==> config.mk <==
export PLATFORM = sky130hd
export DESIGN_NAME = i2c_bus_arbiter_flat
export DESIGN_NICKNAME = d
export VERILOG_FILES = /design/src/rtl/i2c_bus_arbiter_pkg.sv /design/src/rtl/i2c_bus_arbiter_if.sv /design/src/rtl/i2c_bus_arbiter_rr_picker.sv /design/src/rtl/i2c_bus_arbiter.sv /design/src/flat_wrapper.sv
export SDC_FILE = /design/constraint.sdc
export NUM_CORES = 1
export LEC_CHECK = 0
export CAP_MARGIN = 10
export CORE_ASPECT_RATIO = 0.8
export CORE_UTILIZATION = 45
export DETAILED_ROUTE_END_ITERATION = 12
export PLACE_DENSITY_LB_ADDON = 0.08
export SLEW_MARGIN = 25
export SYNTH_ARGS = -nofsm -noshare
export SYNTH_HDL_FRONTEND = slang
export SYNTH_SLANG_ARGS = --single-unit
export TNS_END_PERCENT = 100
==> constraint.sdc <==
create_clock -name clk -period 5 [get_ports clk]
set_clock_uncertainty 0.05 [all_clocks]
set_input_delay 1 -clock clk [delete_from_list [all_inputs] [get_ports clk]]
set_output_delay 1 -clock clk [all_outputs]
set_load 0.02 [all_outputs]
==> src/rtl/i2c_bus_arbiter_pkg.sv <==
// ----------------------------------------------------------------------------
// i2c_arb_pkg
//   Shared definitions for the I2C bus arbiter: FSM state type, the EEPROM
//   device base address and default timing constants. Also provides the
//   helper that sizes the arbiter's shared down-counter.
// ----------------------------------------------------------------------------
package i2c_arb_pkg;

    typedef enum logic [2:0] {
        IDLE,
        ISSUE,
        WAIT_BUSY,
        WAIT_DONE,
        GAP,
        RECOVER
    } arb_state_t;

    // 7-bit base address of the 24Cxx-style EEPROM on the board bus.
    localparam logic [6:0] EEPROM_BASE_ADDR = 7'b1010000;

    localparam int unsigned DEF_NUM_REQ       = 4;
    localparam int unsigned DEF_GAP_CYCLES    = 2000;
    localparam int unsigned DEF_START_TIMEOUT = 64;
    localparam int unsigned DEF_XFER_TIMEOUT  = 200000;
    localparam int unsigned DEF_RST_CYCLES    = 4;

    // One counter serves every timed phase, so it is sized for the largest.
    function automatic int unsigned cnt_width(input int unsigned gap_cycles,
                                              input int unsigned start_timeout,
                                              input int unsigned xfer_timeout,
                                              input int unsigned rst_cycles);
        int unsigned m;
        m = gap_cycles;
        if (start_timeout > m) m = start_timeout;
        if (xfer_timeout  > m) m = xfer_timeout;
        if (rst_cycles    > m) m = rst_cycles;
        return $clog2(m) + 1;
    endfunction

endpackage

==> src/rtl/i2c_bus_arbiter_if.sv <==
// ----------------------------------------------------------------------------
// i2c_bus_arbiter_if
//   Bundles the requester-side and controller-side signals of the arbiter.
//   master : the arbiter itself
//   slave  : the environment (client requesters plus the i2c_controller)
//
//   req/req_rw       per-client request and direction (0 write, 1 read)
//   req_addr         7 bits per client, client i at [7i+6:7i]
//   req_data         8 bits per client, write data / word address byte
//   gnt/done/err     per-client grant, completion and timeout pulses
//   rdata            last read byte
//   i2c_*            command / handshake to the shared controller
// ----------------------------------------------------------------------------
interface i2c_bus_arbiter_if #(
    parameter int unsigned NUM_REQ = 4
);
    logic [NUM_REQ-1:0]   req;
    logic [NUM_REQ-1:0]   req_rw;
    logic [7*NUM_REQ-1:0] req_addr;
    logic [8*NUM_REQ-1:0] req_data;
    logic [NUM_REQ-1:0]   gnt;
    logic [NUM_REQ-1:0]   done;
    logic [NUM_REQ-1:0]   err;
    logic [7:0]           rdata;

    logic                 i2c_enable;
    logic                 i2c_rw;
    logic [6:0]           i2c_addr;
    logic [7:0]           i2c_data_in;
    logic [7:0]           i2c_data_out;
    logic                 i2c_ready;
    logic                 i2c_rst;

    modport master (
        input  req, req_rw, req_addr, req_data, i2c_data_out, i2c_ready,
        output gnt, done, err, rdata,
               i2c_enable, i2c_rw, i2c_addr, i2c_data_in, i2c_rst
    );

    modport slave (
        output req, req_rw, req_addr, req_data, i2c_data_out, i2c_ready,
        input  gnt, done, err, rdata,
               i2c_enable, i2c_rw, i2c_addr, i2c_data_in, i2c_rst
    );
endinterface

==> src/rtl/i2c_bus_arbiter_rr_picker.sv <==
// ----------------------------------------------------------------------------
// rr_picker
//   Combinational round-robin selector. The search starts at the client
//   after last_winner and wraps, so the most recent winner has the lowest
//   priority.
//   req          request vector
//   last_winner  index granted most recently
//   winner       index of the selected client (0 when none)
//   valid        at least one request is pending
// ----------------------------------------------------------------------------
module rr_picker #(
    parameter  int unsigned NUM_REQ = 4,
    localparam int unsigned IDX_W   = $clog2(NUM_REQ)
) (
    input  logic [NUM_REQ-1:0] req,
    input  logic [IDX_W-1:0]   last_winner,
    output logic [IDX_W-1:0]   winner,
    output logic               valid
);

    always_comb begin
        int unsigned cand;
        winner = '0;
        valid  = 1'b0;
        cand   = 0;
        for (int unsigned off = 1; off <= NUM_REQ; off++) begin
            cand = 32'(last_winner) + off;
            if (cand >= NUM_REQ) cand = cand - NUM_REQ;
            if (!valid && req[cand[IDX_W-1:0]]) begin
                valid  = 1'b1;
                winner = cand[IDX_W-1:0];
            end
        end
    end

endmodule

==> src/rtl/i2c_bus_arbiter.sv <==
// ----------------------------------------------------------------------------
// i2c_bus_arbiter
//   Shares one i2c_controller between NUM_REQ clients, one byte transaction
//   at a time, round-robin. Issues the one-cycle enable strobe, follows the
//   controller's ready handshake, enforces an idle gap after each transfer
//   and resets the controller when it stops responding.
//
//   clk    system clock
//   rst_n  asynchronous active-low reset
//   bus    i2c_bus_arbiter_if.master: requester and controller signals
//
//   Timeout behaviour: err is reported START_TIMEOUT+1 cycles after the
//   enable cycle if ready never falls, and XFER_TIMEOUT+1 cycles after the
//   first cycle ready is seen low if it never rises again. A ready edge
//   arriving on the last counted cycle still wins over the timeout.
//   GAP lasts GAP_CYCLES+1 cycles (one cycle when GAP_CYCLES is 0).
// ----------------------------------------------------------------------------
module i2c_bus_arbiter
    import i2c_arb_pkg::*;
#(
    parameter int unsigned NUM_REQ       = DEF_NUM_REQ,
    parameter int unsigned GAP_CYCLES    = DEF_GAP_CYCLES,
    parameter int unsigned START_TIMEOUT = DEF_START_TIMEOUT,
    parameter int unsigned XFER_TIMEOUT  = DEF_XFER_TIMEOUT,
    parameter int unsigned RST_CYCLES    = DEF_RST_CYCLES
) (
    input logic               clk,
    input logic               rst_n,
    i2c_bus_arbiter_if.master bus
);

    localparam int unsigned IDX_W = $clog2(NUM_REQ);
    localparam int unsigned CNT_W = cnt_width(GAP_CYCLES, START_TIMEOUT,
                                              XFER_TIMEOUT, RST_CYCLES);

    // Counter expires at 0, so a phase of N cycles loads N-1.
    localparam logic [CNT_W-1:0] START_LOAD =
        CNT_W'((START_TIMEOUT == 0) ? 0 : START_TIMEOUT - 1);
    localparam logic [CNT_W-1:0] XFER_LOAD =
        CNT_W'((XFER_TIMEOUT == 0) ? 0 : XFER_TIMEOUT - 1);
    localparam logic [CNT_W-1:0] RST_LOAD =
        CNT_W'((RST_CYCLES == 0) ? 0 : RST_CYCLES - 1);
    localparam logic [CNT_W-1:0] GAP_LOAD = CNT_W'(GAP_CYCLES);

    arb_state_t         state;
    logic [IDX_W-1:0]   last_winner;
    logic [IDX_W-1:0]   idx;
    logic [CNT_W-1:0]   cnt;
    logic [IDX_W-1:0]   pick_idx;
    logic               pick_valid;

    function automatic logic [NUM_REQ-1:0] onehot(input logic [IDX_W-1:0] i);
        return NUM_REQ'(1) << i;
    endfunction

    rr_picker #(
        .NUM_REQ (NUM_REQ)
    ) u_picker (
        .req         (bus.req),
        .last_winner (last_winner),
        .winner      (pick_idx),
        .valid       (pick_valid)
    );

    always_ff @(posedge clk or negedge rst_n) begin
        if (!rst_n) begin
            state           <= IDLE;
            last_winner     <= IDX_W'(NUM_REQ - 1);
            idx             <= '0;
            cnt             <= '0;
            bus.gnt         <= '0;
            bus.done        <= '0;
            bus.err         <= '0;
            bus.rdata       <= '0;
            bus.i2c_enable  <= 1'b0;
            bus.i2c_rw      <= 1'b0;
            bus.i2c_addr    <= '0;
            bus.i2c_data_in <= '0;
            bus.i2c_rst     <= 1'b0;
        end else begin
            // Strobes default low; states below raise them for one cycle.
            bus.i2c_enable <= 1'b0;
            bus.done       <= '0;
            bus.err        <= '0;

            case (state)
                IDLE: begin
                    // A busy controller holds off the grant entirely.
                    if (pick_valid && bus.i2c_ready) begin
                        idx             <= pick_idx;
                        last_winner     <= pick_idx;
                        bus.i2c_rw      <= bus.req_rw[pick_idx];
                        bus.i2c_addr    <= bus.req_addr[7*pick_idx +: 7];
                        bus.i2c_data_in <= bus.req_data[8*pick_idx +: 8];
                        bus.gnt         <= onehot(pick_idx);
                        bus.i2c_enable  <= 1'b1;
                        state           <= ISSUE;
                    end
                end

                ISSUE: begin
                    cnt   <= START_LOAD;
                    state <= WAIT_BUSY;
                end

                WAIT_BUSY: begin
                    if (!bus.i2c_ready) begin
                        cnt   <= XFER_LOAD;
                        state <= WAIT_DONE;
                    end else if (cnt == '0) begin
                        bus.err     <= onehot(idx);
                        bus.gnt     <= '0;
                        bus.i2c_rst <= 1'b1;
                        cnt         <= RST_LOAD;
                        state       <= RECOVER;
                    end else begin
                        cnt <= cnt - CNT_W'(1);
                    end
                end

                WAIT_DONE: begin
                    if (bus.i2c_ready) begin
                        // Captured for writes as well; clients ignore it then.
                        bus.rdata <= bus.i2c_data_out;
                        bus.done  <= onehot(idx);
                        bus.gnt   <= '0;
                        cnt       <= GAP_LOAD;
                        state     <= GAP;
                    end else if (cnt == '0) begin
                        bus.err     <= onehot(idx);
                        bus.gnt     <= '0;
                        bus.i2c_rst <= 1'b1;
                        cnt         <= RST_LOAD;
                        state       <= RECOVER;
                    end else begin
                        cnt <= cnt - CNT_W'(1);
                    end
                end

                RECOVER: begin
                    if (cnt == '0) begin
                        bus.i2c_rst <= 1'b0;
                        cnt         <= GAP_LOAD;
                        state       <= GAP;
                    end else begin
                        cnt <= cnt - CNT_W'(1);
                    end
                end

                GAP: begin
                    // Requests are deliberately not looked at here.
                    if (cnt == '0) begin
                        state <= IDLE;
                    end else begin
                        cnt <= cnt - CNT_W'(1);
                    end
                end

                default: state <= IDLE;
            endcase
        end
    end

endmodule
==> src/flat_wrapper.sv <==
// flat-port wrapper written by rule: the top's interface ports become plain ports
module i2c_bus_arbiter_flat import i2c_arb_pkg::*;
#(
    parameter int unsigned NUM_REQ       = DEF_NUM_REQ,
    parameter int unsigned GAP_CYCLES    = DEF_GAP_CYCLES,
    parameter int unsigned START_TIMEOUT = DEF_START_TIMEOUT,
    parameter int unsigned XFER_TIMEOUT  = DEF_XFER_TIMEOUT,
    parameter int unsigned RST_CYCLES    = DEF_RST_CYCLES
)
  (clk, rst_n, bus_req, bus_req_rw, bus_req_addr, bus_req_data, bus_i2c_data_out, bus_i2c_ready, bus_gnt, bus_done, bus_err, bus_rdata, bus_i2c_enable, bus_i2c_rw, bus_i2c_addr, bus_i2c_data_in, bus_i2c_rst);
  i2c_bus_arbiter_if #(.NUM_REQ(NUM_REQ)) bus_i ();
  input logic clk;
  input logic rst_n;
  input wire logic [$bits(bus_i.req)-1:0] bus_req;
  input wire logic [$bits(bus_i.req_rw)-1:0] bus_req_rw;
  input wire logic [$bits(bus_i.req_addr)-1:0] bus_req_addr;
  input wire logic [$bits(bus_i.req_data)-1:0] bus_req_data;
  input wire logic [$bits(bus_i.i2c_data_out)-1:0] bus_i2c_data_out;
  input wire logic [$bits(bus_i.i2c_ready)-1:0] bus_i2c_ready;
  output wire logic [$bits(bus_i.gnt)-1:0] bus_gnt;
  output wire logic [$bits(bus_i.done)-1:0] bus_done;
  output wire logic [$bits(bus_i.err)-1:0] bus_err;
  output wire logic [$bits(bus_i.rdata)-1:0] bus_rdata;
  output wire logic [$bits(bus_i.i2c_enable)-1:0] bus_i2c_enable;
  output wire logic [$bits(bus_i.i2c_rw)-1:0] bus_i2c_rw;
  output wire logic [$bits(bus_i.i2c_addr)-1:0] bus_i2c_addr;
  output wire logic [$bits(bus_i.i2c_data_in)-1:0] bus_i2c_data_in;
  output wire logic [$bits(bus_i.i2c_rst)-1:0] bus_i2c_rst;
  assign bus_i.req = bus_req;
  assign bus_i.req_rw = bus_req_rw;
  assign bus_i.req_addr = bus_req_addr;
  assign bus_i.req_data = bus_req_data;
  assign bus_i.i2c_data_out = bus_i2c_data_out;
  assign bus_i.i2c_ready = bus_i2c_ready;
  assign bus_gnt = bus_i.gnt;
  assign bus_done = bus_i.done;
  assign bus_err = bus_i.err;
  assign bus_rdata = bus_i.rdata;
  assign bus_i2c_enable = bus_i.i2c_enable;
  assign bus_i2c_rw = bus_i.i2c_rw;
  assign bus_i2c_addr = bus_i.i2c_addr;
  assign bus_i2c_data_in = bus_i.i2c_data_in;
  assign bus_i2c_rst = bus_i.i2c_rst;
  i2c_bus_arbiter #(.NUM_REQ(NUM_REQ), .GAP_CYCLES(GAP_CYCLES), .START_TIMEOUT(START_TIMEOUT), .XFER_TIMEOUT(XFER_TIMEOUT), .RST_CYCLES(RST_CYCLES)) u_core (.clk(clk), .rst_n(rst_n), .bus(bus_i));
endmodule
==> key figures, run 1 <==
Timing
  – Max-slew violations: 0
  – Peak Freq: 0.296 GHz
  – Slew at the pin with the worst max-slew slack: 0.800 ns
  – Final period util: 67.5%
  – Max_slew headroom: 46.6%
  – Finish-stage setup viols: 0
  – Final hold slack: 0.458 ns
  – Worst setup margin: 1.62 ns
  – Sum Neg Setup Slack: 0 ns
  – Hold Violations, Final: 0
  – RSZ-0062 raised after global routing: false
  – Min Tclk post-route: 3.38 ns

Floorplanning
  – Die W: 105 um
  – Die height: 84.2 um
  – Num ports: 117
  – Initial core utilization: 47.1%
  – # rows: 29
  – CORE AREA: 8060 um2
  – Die ar.: 8810 um2

Setup path
  – Startpoint Class: primary input
  – Worst Path Arrival: 3.55 ns
  – Worst Reg-to-Reg Cells: 4
  – WP buf/inv: 3
  – Cell repeated most along the worst path: inv_1
  – Req. time, crit path: 5.18 ns
  – Crit-path max FO: 22
  – Critical path class: primary input to flop
  – Biggest cell delay along the critical path: 0.73 ns
  – Largest delay share family, worst path: buffers and inverters
  – CP Depth: 5
  – CP Cell Sequence: clkdlybuf4s50_1 -> inv_1 -> or4_1 -> inv_1 -> mux2_2
  – Setup crit end kind: flop
  – CP max stage cell: clkdlybuf4s50_1

GRT
  – Global-route wire length before repair: 17000 um
  – Total congestion overflow: 0
  – Largest net degree at the start of global routing: 42
  – Initial antenna violation count: 0
  – Vias in the first global route: 3310
  – Global Route Usage Sum: 24.3%

Cells and area
  – Layout overhead on the synthesized area: 39.9%
  – Post-route cell area: 5310 um2
  – Layout Nets: 548
  – Layout cells sized above 1: 16.7%
  – Final non-filler cell total: 580
  – ANT cells: 0

Yosys
  – Synth async-reset ratio: 100%
  – Count leader, synth: dfrtp_1
  – Synth area leader: dfrtp_1
  – Yosys Warn Count: 0
  – Top cells by area, synth: dfrtp_1 41%, mux4_2 9.5%, mux2_2 7.1%
  – Post-synth top cells: 62 x dfrtp_1, 26 x nand2_1, 24 x mux2_2
  – Syn nets: 440
  – Main flop type after synthesis: dfrtp_1
  – Count of cell types in the netlist: 72
  – Synthesized cell area: 3800 um2
  – Post-Synthesis Cells: 359
  – Synthesized area per cell: 10.6 um2
  – Register area share after synthesis: 42.2%
  – Yosys reg bits: 64
  – Top cell type's share of synthesized area: 40.9%
  – Post-synth EDFFs: 0

Placed design
  – Cell area after placement: 5030 um2
  – Final HPWL DP: 7430 um
  – I/O Buffers: 116
  – Pre-CTS WS: 1.27 ns
  – Routability cong.: 0.912
  – Inst Count DP: 563

Run status
  – Status: complete, no violations

Route
  – DRT iter0 DRCs: 315
  – Pre-antenna DRT Iters: 5
  – Via/cell ratio: 5.86
  – Post-route ant nets: 0
  – WL per Instance: 17.5 um
  – Residual DRC: 0
  – Routed wire length: 10200 um
  – DR vias: 3399

Clock tree
  – CTS Hold Buffers Added: 0
  – Root Driver: clkbuf_8
  – H-tree levels: 3
  – Clock Sinks: 64
  – CTS tree: done
  – CTS max path bufs: 2
  – Cts repair resizes: 0
  – TritonCTS buffer count: 9
  – CTS clk-pin slew, worst paths: 0.07 ns
  – Worst-Skew Late Latency: 0.34 ns
  – Post CTS Setup Buffer Count: 0

Pwr
  – P_sw: 1.20 mW
  – Logic pwr share: 49.9%
  – Seq pwr share: 31.4%
  – Pint: 1.82 mW
  – Static Leakage: 2.07 nW
  – Switching share of power: 39.7%
  – Worst VDD drop: 0.000287 V
  – P per Cell Area: 568 nW/um2
  – Clock power share: 18.7%

Min path
  – Hold Path Stages: 1
  – HP Class: flop to flop

Job
  – Max-cap viol count: 0
-- placed cells by master, fill, tap and decap left out, types with 10 or more instances in the layout --
master           netlist  layout
clkdlybuf4s50_1        0     115
dfrtp_1               62      62
nand2_1               26      26
mux2_2                24      24
nor2_1                20      20
a21oi_1               20      18
mux4_2                16      16
o21ai_0               13      13
nand3_1               12      12
inv_1                 10      10
nor3_1                10      10
clkbuf_8               0      10
-- final timing paths --
check | slack [ns] | to | startpoint
setup / recovery | 1.62 | u_core.bus.i2c_data_in[3] | bus_i2c_ready
hold / removal | 0.46 | u_core.bus.i2c_addr[2] | u_core.bus.i2c_addr[2]
setup reg to reg | 2.13 | u_core.bus.i2c_data_in[3] | u_core.state[2]
hold reg to reg | 0.46 | u_core.bus.i2c_addr[2] | u_core.bus.i2c_addr[2]
max in group asynchronous | 3.56 | u_core.last_winner[0] | rst_n
min in group asynchronous | 0.58 | u_core.bus.rdata[6] | rst_n
-- cell families (layout without fill, tap and decap cells) --
group / count (synthesis) / after routing / share of synthesized area, %
AND/OR/NAND/NOR: 112 / 112 / 15.8
AO/OA/AOI/OAI: 101 / 101 / 19.2
flip-flops: 64 / 64 / 42.2
multiplexers: 43 / 43 / 17.4
buffers and inverters: 34 / 147 / 3.99
XOR/XNOR: 3 / 3 / 0.692
adder cells (fa/ha/maj): 2 / 2 / 0.659
-- sequential cells by signal, indices dropped and copies added, names as in the netlist --
| signal | cells |
|---|---|
| u_core.bus.done | 4 |
| u_core.bus.err | 4 |
| u_core.bus.gnt | 4 |
| u_core.bus.i2c_addr | 7 |
| u_core.bus.i2c_data_in | 8 |
| u_core.bus.i2c_enable | 1 |
| u_core.bus.i2c_rst | 1 |
| u_core.bus.i2c_rw | 1 |
| u_core.bus.rdata | 8 |
| u_core.cnt | 19 |
| u_core.idx | 2 |
| u_core.last_winner | 2 |
| u_core.state | 3 |
-- area by class of cell --
cell class,instances,area (um2)
clock buffers,10,138
flip-flops and latches,64,1600
well taps,108,135
multi-input cells,261,2070
inverters,11,41.3
repair buffers,120,1210
clock inverters,6,115
fillers,681,2740
-- routing by layer --
metal	GRT usage (%)	part of all wire [%]
met2	38.2	46
met1	33.6	44
met5	0	0
met4	7.04	1.8
met3	6.13	7.7
-- metrics by stage --
stage | util, % | power (mW)
after floorplan | - | 1.91
after global placement | 62.3 | 2.40
after detailed placement | 62.4 | 2.43
after CTS | 65.5 | 3.01
after global routing | 66.0 | 3.21
final | 66.0 | 3.02
-- power by group through the flow --
| stage | Combinational, mW | Sequential, mW | Clock, mW |
|---|---|---|---|
| after floorplan | 0.914 | 0.997 | 0 |
| after CTS | 1.48 | 0.943 | 0.579 |
| after global routing | 1.63 | 0.981 | 0.595 |
| final | 1.51 | 0.949 | 0.564 |
| after global placement | 1.46 | 0.943 | 0 |
| after detailed placement | 1.48 | 0.952 | 0 |
(Power assumes the default switching activity.)
==> inputs of run 2 (changes only) <==
--- a/config.mk
+++ b/config.mk
@@ -7,7 +7,7 @@
 export LEC_CHECK = 0
 export CAP_MARGIN = 10
 export CORE_ASPECT_RATIO = 0.8
-export CORE_UTILIZATION = 45
+export CORE_UTILIZATION = 43
 export DETAILED_ROUTE_END_ITERATION = 12
 export PLACE_DENSITY_LB_ADDON = 0.08
 export SLEW_MARGIN = 25
==> constraint.sdc (replaced) <==
create_clock -name clk -period 2.9 [get_ports clk]
set_clock_uncertainty 0.05 [all_clocks]
set_input_delay 0.58 -clock clk [delete_from_list [all_inputs] [get_ports clk]]
set_output_delay 0.58 -clock clk [all_outputs]
set_load 0.02 [all_outputs]
==> run 2 against run 1 <==
  * First-iteration DRC count down 23%
  * Power is 69% higher
  * Non-clock buffer count is 18 higher
  * Critical endpoint is now u_core.cnt[5]
  * Largest cell class unchanged
==> key figures, run 2 (synthesized netlist as in run 1, its figures left out) <==
Placed design
  – Pre-CTS WS: 0.169 ns (was 1.27 ns)
  – Cell area after placement: 5200 um2 (was 5030 um2)
  – Inst Count DP: 586 (was 563)
  – Routability cong.: 0.917 (was 0.912)
  – I/O Buffers: 116 (unchanged)
  – Final HPWL DP: 7760 um (was 7430 um)

Cells and area
  – Commonest non-fill, non-tap cell in the layout: clkdlybuf4s50_1 (unchanged)
  – Final non-filler cell total: 601 (was 580)
  – Post-route cell area: 5380 um2 (was 5310 um2)
  – FILL cells: 703 (was 681)
  – Max reg flops: 19 (unchanged)
  – Most flops, register: u_core.cnt (unchanged)
  – Biggest regs: u_core.cnt: 19 flops, u_core.bus.i2c_data_in: 8 flops, u_core.bus.rdata: 8 flops (unchanged)
  – Most frequent cells in the layout: 115 x clkdlybuf4s50_1, 62 x dfrtp_1, 26 x nand2_1 (unchanged)
  – Final Util: 63.1% (was 66.0%)
  – ANT cells: 0 (unchanged)
  – Layout cells sized above 1: 19.2% (was 16.7%)
  – Layout Nets: 566 (was 548)
  – Layout overhead on the synthesized area: 41.6% (was 39.9%)

Setup path
  – Worst Path Arrival: 2.75 ns (was 3.55 ns)
  – Critical path class: flop to flop (was primary input to flop)
  – Req. time, crit path: 3.07 ns (was 5.18 ns)
  – R2R setup slack: 0.32 ns (was 2.13 ns)
  – Startpoint Class: flop (was primary input)
  – Setup crit end kind: flop (unchanged)
  – Crit-path max FO: 12 (was 22)

Timing
  – Final hold slack: 0.364 ns (was 0.458 ns)
  – Worst setup margin: 0.323 ns (was 1.62 ns)
  – Max-slew violations: 0 (unchanged)
  – Min Tclk post-route: 2.58 ns
  – Slew at the pin with the worst max-slew slack: 0.823 ns (was 0.800 ns)
  – Peak Freq: 0.388 GHz
  – Finish-stage setup viols: 0 (unchanged)
  – Final period util: 88.9%
  – Max_slew headroom: 45.1% (was 46.6%)
  – RSZ-0062 raised after global routing: false (unchanged)
  – Hold Violations, Final: 0 (unchanged)
  – Sum Neg Setup Slack: 0 ns (unchanged)

Clock tree
  – Post CTS Setup Buffer Count: 0 (unchanged)
  – CTS tree: done (unchanged)
  – Clock Sinks: 64 (unchanged)
  – H-tree levels: 3 (unchanged)
  – CTS max path bufs: 2 (unchanged)
  – CTS clk-pin slew, worst paths: 0.07 ns (about the same)
  – Cts repair resizes: 0 (unchanged)
  – CTS Hold Buffers Added: 0 (unchanged)
  – Root Driver: clkbuf_8 (unchanged)
  – Worst-Skew Late Latency: 0.33 ns (was 0.34 ns)
  – TritonCTS buffer count: 9 (unchanged)

GRT
  – Global Route Usage Sum: 24.3% (about the same)
  – Initial antenna violation count: 0 (unchanged)
  – Global-route wire length before repair: 17200 um (was 17000 um)
  – Largest net degree at the start of global routing: 65 (was 42)
  – Vias in the first global route: 3368 (was 3310)
  – Total congestion overflow: 0 (unchanged)

Min path
  – HP Class: primary input to async pin (was flop to flop)

Route
  – Via/cell ratio: 5.72 (was 5.86)
  – DRT iter0 DRCs: 241 (was 315)
  – Routed wire length: 10500 um (was 10200 um)
  – Post-route ant nets: 0 (unchanged)
  – Pre-antenna DRT Iters: 5 (unchanged)
  – Residual DRC: 0 (unchanged)
  – DR vias: 3437 (was 3399)
  – WL per Instance: 17.5 um (about the same)

Pwr
  – Power Total: 5.10 mW (was 3.02 mW)
  – Worst VDD drop: 0.000551 V (was 0.000287 V)
  – Static Leakage: 2.13 nW (was 2.07 nW)
  – P per Cell Area: 948 nW/um2 (was 568 nW/um2)

Floorplanning
  – Die ar.: 9210 um2 (was 8810 um2)
  – Die height: 86.1 um (was 84.2 um)
  – CORE AREA: 8520 um2 (was 8060 um2)
  – Die W: 107 um (was 105 um)
  – # rows: 30 (was 29)
  – Num ports: 117 (unchanged)
  – Initial core utilization: 44.6% (was 47.1%)

Job
  – Max-cap viol count: 0 (unchanged)

Run status
  – Status: complete, no violations (unchanged)
[run 2: area by class of cell]
cell class | instances | area [um2] | share of cell area [%]
clock inverters | 3 | 17.5 | 0.326
multi-input cells | 261 | 2060 | 38.3
clock buffers | 12 | 155 | 2.89
well taps | 112 | 140 | 2.61
inverters | 11 | 41.3 | 0.768
flip-flops and latches | 64 | 1600 | 29.8
repair buffers | 138 | 1360 | 25.3
[run 2: worst max-delay path, stage by stage (launching register included)]
cell and delay (ns):
dfrtp_1 0.38, inv_1 0.11, ha_1 0.17, or4b_1 0.46
or3_1 0.53, o21ai_4 0.43, a21oi_1 0.13, o22a_1 0.21
[run 2: report_power, final]
| group | total, mW | internal (mW) | switching [mW] |
|---|---|---|---|
| Sequential | 1.55 | 1.24 | 0.309 |
| Combinational | 2.84 | 1.42 | 1.42 |
| Clock | 0.707 | 0.350 | 0.356 |
[run 2: metal layers]
metal | GRT usage (%) | vias up | wire length, um
met5 | 0 | - | 0
met4 | 6.60 | 0 | 127
met3 | 6.53 | 9 | 998
met2 | 35.5 | 161 | 4650
met1 | 35.6 | 1640 | 4730
li1 | - | 1627 | -
[run 2: path summary, 6_finish.rpt]
path	startpoint	endpoint	cells past startpoint
max in group asynchronous	rst_n	u_core.bus.done[2]	2
worst min register to register	u_core.cnt[13]	u_core.cnt[13]	1
worst min-delay path	rst_n	u_core.cnt[11]	2
min in group clk	u_core.cnt[13]	u_core.cnt[13]	1
worst max-delay path	u_core.cnt[0]	u_core.cnt[5]	7
worst max register to register	u_core.cnt[0]	u_core.cnt[5]	7
==> inputs of run 3 (changes only) <==
--- a/config.mk
+++ b/config.mk
@@ -8,6 +8,7 @@
 export CAP_MARGIN = 10
 export CORE_ASPECT_RATIO = 0.8
 export CORE_UTILIZATION = 43
+export CTS_CLUSTER_SIZE = 12
 export DETAILED_ROUTE_END_ITERATION = 12
 export PLACE_DENSITY_LB_ADDON = 0.08
 export SLEW_MARGIN = 25
==> results of run 3 <==
No change in the layout: final DEF, timing and power equal those of run 2.
